$ cat config.mk
export PLATFORM = sky130hd
export DESIGN_NAME = sap1_sequencer
export DESIGN_NICKNAME = d
export VERILOG_FILES = /design/src/rtl/sap1_sequencer.sv
export SDC_FILE = /design/constraint.sdc
export NUM_CORES = 1
export LEC_CHECK = 0
export ABC_AREA = 1
export CAP_MARGIN = 20
export CELL_PAD_IN_SITES_DETAIL_PLACEMENT = 1
export CELL_PAD_IN_SITES_GLOBAL_PLACEMENT = 2
export CORE_UTILIZATION = 19
export DETAILED_ROUTE_END_ITERATION = 6
export HOLD_SLACK_MARGIN = 0.05
export PLACE_DENSITY = 0.88
export SETUP_SLACK_MARGIN = 0.1
export SLEW_MARGIN = 30
export SYNTH_ARGS = -nofsm -noshare
export SYNTH_HDL_FRONTEND = slang
export SYNTH_SLANG_ARGS = --single-unit
$ cat constraint.sdc
create_clock -name mclk -period 3.14 [get_ports mclk]
set_clock_uncertainty 0.2 [all_clocks]
set_input_delay 0.314 -clock mclk [delete_from_list [all_inputs] [get_ports mclk]]
set_output_delay 0.314 -clock mclk [all_outputs]
set_load 0.005 [all_outputs]
$ cat src/rtl/sap1_sequencer.sv
// SAP-1 control sequencer: microstep counter with a combinational microcode decode.
// Build macro SEQ_EARLY_RETIRE_EN retires each instruction after its last active microstep.
module sap1_sequencer #(
    parameter int STEPS = 5,
    parameter int OPW   = 4
) (
    input  logic           mclk,
    input  logic           i_rst_n,
    input  logic           mclk_en,
    input  logic [OPW-1:0] i_opcode,
    input  logic           i_flag_carry,
    input  logic           i_flag_zero,
    output logic           o_pc_count_en,
    output logic           o_pc_load_en,
    output logic           o_pc_halt,
    output logic [11:0]    o_ctrl,
    output logic [2:0]     o_step,
    output logic           o_halted
);

    localparam int PC_OUT   = 0;
    localparam int MAR_LOAD = 1;
    localparam int RAM_OUT  = 2;
    localparam int RAM_LOAD = 3;
    localparam int IR_LOAD  = 4;
    localparam int IR_OUT   = 5;
    localparam int A_LOAD   = 6;
    localparam int A_OUT    = 7;
    localparam int B_LOAD   = 8;
    localparam int ALU_OUT  = 9;
    localparam int ALU_SUB  = 10;
    localparam int OUT_LOAD = 11;

    localparam logic [OPW-1:0] OP_LDA = OPW'(1);
    localparam logic [OPW-1:0] OP_ADD = OPW'(2);
    localparam logic [OPW-1:0] OP_SUB = OPW'(3);
    localparam logic [OPW-1:0] OP_STA = OPW'(4);
    localparam logic [OPW-1:0] OP_LDI = OPW'(5);
    localparam logic [OPW-1:0] OP_JMP = OPW'(6);
    localparam logic [OPW-1:0] OP_JC  = OPW'(7);
    localparam logic [OPW-1:0] OP_JZ  = OPW'(8);
    localparam logic [OPW-1:0] OP_OUT = OPW'(14);
    localparam logic [OPW-1:0] OP_HLT = OPW'(15);

    localparam logic [2:0] LAST_STEP = 3'(STEPS - 1);

    logic [2:0]  step_reg;
    logic [2:0]  step_next;
    logic        halted_reg;
    logic        halted_next;
    logic [2:0]  last_step;
    logic [11:0] ctrl_dec;
    logic        count_dec;
    logic        load_dec;
    logic        halt_dec;

    // Final microstep of the current instruction before the counter wraps.
    always_comb begin
        last_step = LAST_STEP;
`ifdef SEQ_EARLY_RETIRE_EN
        case (i_opcode)
            OP_LDA, OP_STA:                       last_step = 3'd3;
            OP_ADD, OP_SUB:                       last_step = 3'd4;
            OP_LDI, OP_JMP, OP_JC, OP_JZ, OP_OUT: last_step = 3'd2;
            OP_HLT:                               last_step = LAST_STEP;
            default:                              last_step = 3'd1;
        endcase
`endif
    end

    // HLT parks the counter at T3 and latches halted until reset.
    always_comb begin
        step_next   = step_reg;
        halted_next = halted_reg;
        if (!halted_reg) begin
            if (i_opcode == OP_HLT && step_reg == 3'd2) begin
                halted_next = 1'b1;
                step_next   = 3'd3;
            end else if (step_reg >= last_step) begin
                step_next = 3'd0;
            end else begin
                step_next = step_reg + 3'd1;
            end
        end
    end

    always_ff @(posedge mclk or negedge i_rst_n) begin
        if (!i_rst_n) begin
            step_reg   <= 3'd0;
            halted_reg <= 1'b0;
        end else if (mclk_en) begin
            step_reg   <= step_next;
            halted_reg <= halted_next;
        end
    end

    always_comb begin
        ctrl_dec  = '0;
        count_dec = 1'b0;
        load_dec  = 1'b0;
        halt_dec  = 1'b0;
        if (halted_reg) begin
            halt_dec = 1'b1;
        end else begin
            case (step_reg)
                3'd0: begin
                    ctrl_dec[PC_OUT]   = 1'b1;
                    ctrl_dec[MAR_LOAD] = 1'b1;
                end
                3'd1: begin
                    ctrl_dec[RAM_OUT] = 1'b1;
                    ctrl_dec[IR_LOAD] = 1'b1;
                    count_dec         = 1'b1;
                end
                3'd2: begin
                    case (i_opcode)
                        OP_LDA, OP_ADD, OP_SUB, OP_STA: begin
                            ctrl_dec[IR_OUT]   = 1'b1;
                            ctrl_dec[MAR_LOAD] = 1'b1;
                        end
                        OP_LDI: begin
                            ctrl_dec[IR_OUT] = 1'b1;
                            ctrl_dec[A_LOAD] = 1'b1;
                        end
                        OP_JMP: begin
                            ctrl_dec[IR_OUT] = 1'b1;
                            load_dec         = 1'b1;
                        end
                        OP_JC: begin
                            ctrl_dec[IR_OUT] = i_flag_carry;
                            load_dec         = i_flag_carry;
                        end
                        OP_JZ: begin
                            ctrl_dec[IR_OUT] = i_flag_zero;
                            load_dec         = i_flag_zero;
                        end
                        OP_OUT: begin
                            ctrl_dec[A_OUT]    = 1'b1;
                            ctrl_dec[OUT_LOAD] = 1'b1;
                        end
                        OP_HLT:  halt_dec = 1'b1;
                        default: ;
                    endcase
                end
                3'd3: begin
                    case (i_opcode)
                        OP_LDA: begin
                            ctrl_dec[RAM_OUT] = 1'b1;
                            ctrl_dec[A_LOAD]  = 1'b1;
                        end
                        OP_ADD, OP_SUB: begin
                            ctrl_dec[RAM_OUT] = 1'b1;
                            ctrl_dec[B_LOAD]  = 1'b1;
                        end
                        OP_STA: begin
                            ctrl_dec[A_OUT]    = 1'b1;
                            ctrl_dec[RAM_LOAD] = 1'b1;
                        end
                        default: ;
                    endcase
                end
                3'd4: begin
                    if (i_opcode == OP_ADD || i_opcode == OP_SUB) begin
                        ctrl_dec[ALU_OUT] = 1'b1;
                        ctrl_dec[A_LOAD]  = 1'b1;
                        ctrl_dec[ALU_SUB] = (i_opcode == OP_SUB);
                    end
                end
                default: ;
            endcase
        end
    end

    assign o_ctrl        = ctrl_dec;
    assign o_pc_count_en = count_dec;
    assign o_pc_load_en  = load_dec;
    assign o_pc_halt     = halt_dec;
    assign o_step        = step_reg;
    assign o_halted      = halted_reg;

endmodule

**After elaboration in Yosys (flattened, before gate mapping)**

Index checks and enable logic that the tools add are counted.

- Logic and storage cells: 60
- Output and inout bits: 19
- Register bits after elaboration: 4

- Reductions and logical operators: 8
- Multiplexer cells: 33
- $add $sub $neg: 1
- $lt $le $gt $ge: 1
- Equal/unequal tests: 14
- Bitwise gates (word level): 1

Operator list:

| kind | count |
|---|---|
| 2-to-1 mux 1 bit | 22 |
| equality test 4 x 3 -> 1 bit, second input constant | 4 |
| equality test 4 bit, second input constant | 3 |
| 2-to-1 mux 12 bit | 1 |
| case mux 1 bit (3 select lines) | 3 |
| equality test 4 x 2 -> 1 bit, second input constant | 2 |
| equality test 3 x 2 -> 1 bit, second input constant | 2 |
| 2-to-1 mux 3 bit | 2 |
| case mux 1 bit (2 select lines) | 3 |
| OR reduction 6 bit | 1 |
| equality test 4 x 1 -> 1 bit, second input constant | 1 |
| 2-to-1 mux 2 bit | 2 |
| OR reduction 4 bit | 1 |
| adder 3 x 1 -> 3 bit, second input constant | 1 |
| equality test 3 x 1 -> 1 bit, second input constant | 1 |
| equality test 3 bit, second input constant | 1 |
| >= comparator 3 bit, second input constant | 1 |
| zero test 3 bit | 1 |
| OR reduction 3 bit | 1 |
| AND reduction 2 bit | 1 |
| OR reduction 2 bit | 1 |
| logical AND 1 bit | 1 |
| logical OR 1 bit | 1 |
| inverter 1 bit | 1 |

**Depth between registers and ports, before layout**

- Depth in word-level cells: 5
- Mapped depth: 8
- Depth with buffers taken out: 8

**Least setup slack after synthesis**

Ideal clock, no wire load.

- Path type: register to output
- From: reg step_reg[0], in the netlist o_step[0]
- To: out o_ctrl[5]
- Arrival time: 1.156 ns
- Cell stages (with the launch flop): 9
- Setup slack: 1.470 ns
- Data required time: 2.626 ns
- Cells stage by stage: dfrtp_1 inv_1 ha_1 inv_1 nor2_4 inv_1 nor2_1 inv_1 nor2_1

- Word-level cells in the longest chain between the ends: 3

Ends and longest elaborated chain:

| what | RTL line | text |
|---|---|---|
| from (decl) | 47 | `logic [2:0] step_reg;` |
| from (signal assigned) | 92 | `step_reg <= step_next;` |
| equality test 3 x 2 -> 1 bit | 105 | `case (step_reg)` |
| 2-to-1 mux 1 bit | 105 |  |
| 2-to-1 mux 12 bit | 102 | `if (halted_reg) begin` |
| to (decl) | 16 | `output logic [11:0] o_ctrl,` |

No other way between the ends.

**Final worst setup path**

Same ends and word-level chain as after synthesis.

==> impl.org <==
** Clock network
- The clock passes through at most 2 buffers.
- CTS built an H-tree with a depth of 1.
- TritonCTS created 3 clock buffers.
- Clock tree from TritonCTS :: built
- Clock-pin slew was measured on the worst setup and hold paths at 0.04 ns.
- The root buffer cell chosen for the clock tree is sky130_fd_sc_hd__clkbuf_4.
- For this design, the sink count on the clock tree is 4.
- Post-CTS resize count :: 0
- Clock latency on the worst-skew pair, taken at its later pin, is 0.24 ns.
- Number of buffers inserted by hold repair at cts :: 0
- Buffers added to address setup during post-CTS repair amount to 0.

** Worst setup path
- Worst reg2reg setup slack :: 1.59 ns
- Crit path max fanout :: 6
- Type of destination of the critical path :: output pin
- Setup CP Type :: reg2out
- Critical path's most frequent cell :: sky130_fd_sc_hd__inv_1
- The worst setup path is launched from a register.
- Walking the worst path, the cells encountered are inv_1 > ha_1 > inv_1 > nor2_4 > inv_1 > nor2_1 > inv_1 > nor2_1 > clkdlybuf4s50_1.
- The startpoint identified for the worst register-to-register timing path is o_step[0].
- The slowest stage of the critical path belongs to the cell sky130_fd_sc_hd__clkdlybuf4s50_1.
- For the worst setup path, the data arrival time is 2.03 ns.
- Slowest stage delay, CP :: 0.50 ns
- In this run the critical register-to-register path is captured at o_step[2].
- Required time reported for the critical path endpoint :: 2.63 ns
- For the worst flop-to-flop path, the logic depth is 7.

** Final layout
- Most common library cell in the layout ignoring fill and taps :: sky130_fd_sc_hd__clkdlybuf4s50_1
- For this run, the post-layout net count is 139.
- 0 antenna diodes ended up in the layout.
- The area growth from synthesis to layout is 57.8%.
- The finished layout holds 154 standard cells, fillers aside.
- In the layout the commonest cells are 27 x sky130_fd_sc_hd__clkdlybuf4s50_1, 24 x sky130_fd_sc_hd__nand2_1, 17 x sky130_fd_sc_hd__nor2_1.
- The filler cells instantiated in the layout total 360.
- The multi-input combinational cells in the finished layout cover a total of 375 sq um.
- Across the whole layout, storage elements account for 100 sq um.
- Fraction of layout instances using a drive strength above 1 :: 0.0813

** STA
- Number of setup violations in the final report :: 0
- In this run the tightest slew margin relative to its limit is 0.731.
- Dividing the final minimum period by the clock period gives 0.810.
- Setup repair after global routing left no endpoint under its margin.
- Number of pins with negative max-slew slack in the final report :: 0
- The worst path needs 2.54 ns of the cycle, external delays included.
- Fmax achieved :: 393 MHz
- The total count of hold-check failures in the final report was 0.
- Sum Neg Setup Slack :: 0 ns
- For the pin with the worst max-slew slack, the measured transition is 0.404 ns.

** Flow run
- The tool flagged a number of max-cap violations equal to 0.

** Global route
- Vias in the first global route :: 703
- In the global route stage, overall resource usage came out at 0.125.
- Total global routing overflow :: 0
- Entering global routing, the biggest net connects 13 pins.
- The first global-routing pass estimated 3000 microns of wire.
- Number of antenna violations at the first check in global routing :: 0

** Synthesis
- For this run, the number of Yosys warnings is 0.
- After synthesis, the netlist uses 17 different library cells.
- Of the total synthesized cell area, the portion taken by AND, OR, NAND and NOR gates is 0.488.
- The cell count after synthesis came out at 95.
- Nets in the synthesized netlist :: 109
- After synthesis, the largest family of logic cells by area is simple AND/OR/NAND/NOR gates.
- Synthesized cell area :: 552 sq um
- Of the total synthesized cell area, the portion taken by full adders, half adders and majority gates is 0.113.
- The complex-gate fraction of the synthesized area was 0.0794.
- After synthesis, the share of cell area in mux cells is 0.
- Of the total synthesized cell area, the portion taken by XOR and XNOR cells is 0.
- Register bit count reported by yosys :: 4
- Avg Synthesized Cell Area :: 5.81 sq um
- Share of the yosys chip area belonging to registers :: 0.181

** Drt
- Detailed routing placed a total of 83 microns of wire on met3.
- The first routing iteration left 9 violations.
- Highest routed layer :: met4
- Dividing the detail-routed wire length by the instance count gives 11.1 microns.
- The first detailed-routing pass took 3 iterations.
- Across all layers, the routed design uses 679 vias.
- Total wire length :: 1710 microns
- For this block, wires on met1 add up to 759 microns.
- Detailed-route DRC error count :: 0
- Metal2 WL :: 812 microns
- Number of nets with antenna violations after detailed routing :: 0
- Post-detailed-route via-to-cell ratio :: 4.41

** Min path
- Worst hold-check path type :: in2async

** Floorplanning
- Die Footprint :: 3120 sq um
- Overall die width :: 55.9 microns
- Die span in y :: 55.9 microns
- Site Rows :: 19
- During I/O placement, the number of pins put on the boundary was 28.
- Area of the core :: 2760 sq um
- Starting density of the core :: 0.200

** Placed design
- Routability-driven placement finished with a final weighted congestion of 0.781.
- Number of instances in the placed design :: 151
- Count of input and output buffers :: 27
- Final HPWL DP :: 1420 microns

** Power
- Dividing total power by cell area gives a power density of 198 nW/um^2.
- Maximum resistive drop on vdd :: 0.000166 V
- Leakage Power :: 0.389 nW

** Outcome
- The run finished with clean final reports.
sequential cells by signal, summed over array words and instances (netlist names):
register and count:
o_step 3, o_halted 1
synthesized netlist by cell type (all sizes together):
| cell | number | share of area |
|---|---|---|
| a21oi | 3 | 0.034 |
| buf | 2 | 0.023 |
| clkinv | 1 | 0.0068 |
| dfrtp | 4 | 0.18 |
| ha | 5 | 0.11 |
| inv | 16 | 0.11 |
| nand2 | 25 | 0.17 |
| nand3 | 12 | 0.13 |
| nor2 | 20 | 0.17 |
| nor3 | 2 | 0.018 |
| o21ai | 5 | 0.045 |
critical path: cells and delay by family (launching register included):
kind | cells | cell delay (ns)
adder cells (fa/ha/maj) | 1 | 0.17
buffers and inverters | 5 | 0.82
flip-flops | 1 | 0.43
AND/OR/NAND/NOR | 3 | 0.37
through the flow:
stage	utilization	hold slack [ns]	instance area [sq um]	total power, mW	setup slack, ns
2_1_floorplan	-	-0.182	552	0.0820	1.47
3_3_place_gp	0.308	0.332	848	0.106	0.680
3_5_place_dp	0.308	0.346	848	0.106	0.650
4_1_cts	0.316	0.0812	871	0.177	0.548
5_1_grt	0.316	0.0866	871	0.185	0.401
6_report	0.316	0.0811	871	0.172	0.598
cells by family after synthesis:
kind of cell	after synthesis
flops	4
compound gates	8
buf+inv	19
fa+ha+maj	5
simple gates	59
power breakdown:
group	internal [mW]	leakage [nW]	switching, mW
clock	0.0429	0.0138	0.0239
combinational	0.0218	0.333	0.0261
sequential	0.0538	0.0423	0.00365
worst max-delay path by stage:
stage / from / end / slack, ns / depth (start not counted)
after floorplan: o_step[0] / o_ctrl[5] / 1.47 / 8
after global placement: i_opcode[3] / o_ctrl[1] / 0.68 / 7
after detailed placement: i_opcode[3] / o_ctrl[1] / 0.65 / 7
after CTS: o_step[0] / o_ctrl[5] / 0.55 / 9
after global routing: o_step[0] / o_ctrl[5] / 0.40 / 9
final: o_step[0] / o_ctrl[5] / 0.60 / 9
area by class of cell:
cell class,instances,area share
clock buffer,3,0.0259
timing repair buffer,27,0.310
tap,31,0.0445
sequential,4,0.115
multi-input combinational,72,0.431
inverter,17,0.0733
routing by layer:
| metal | GRT usage | up-vias |
|---|---|---|
| li1 | - | 348 |
| met1 | 0.143 | 305 |
| met2 | 0.207 | 21 |
| met3 | 0.0256 | 5 |
| met4 | 0.0906 | 0 |
| met5 | 0 | - |
No activity file was read; power rests on OpenSTA's default activity.
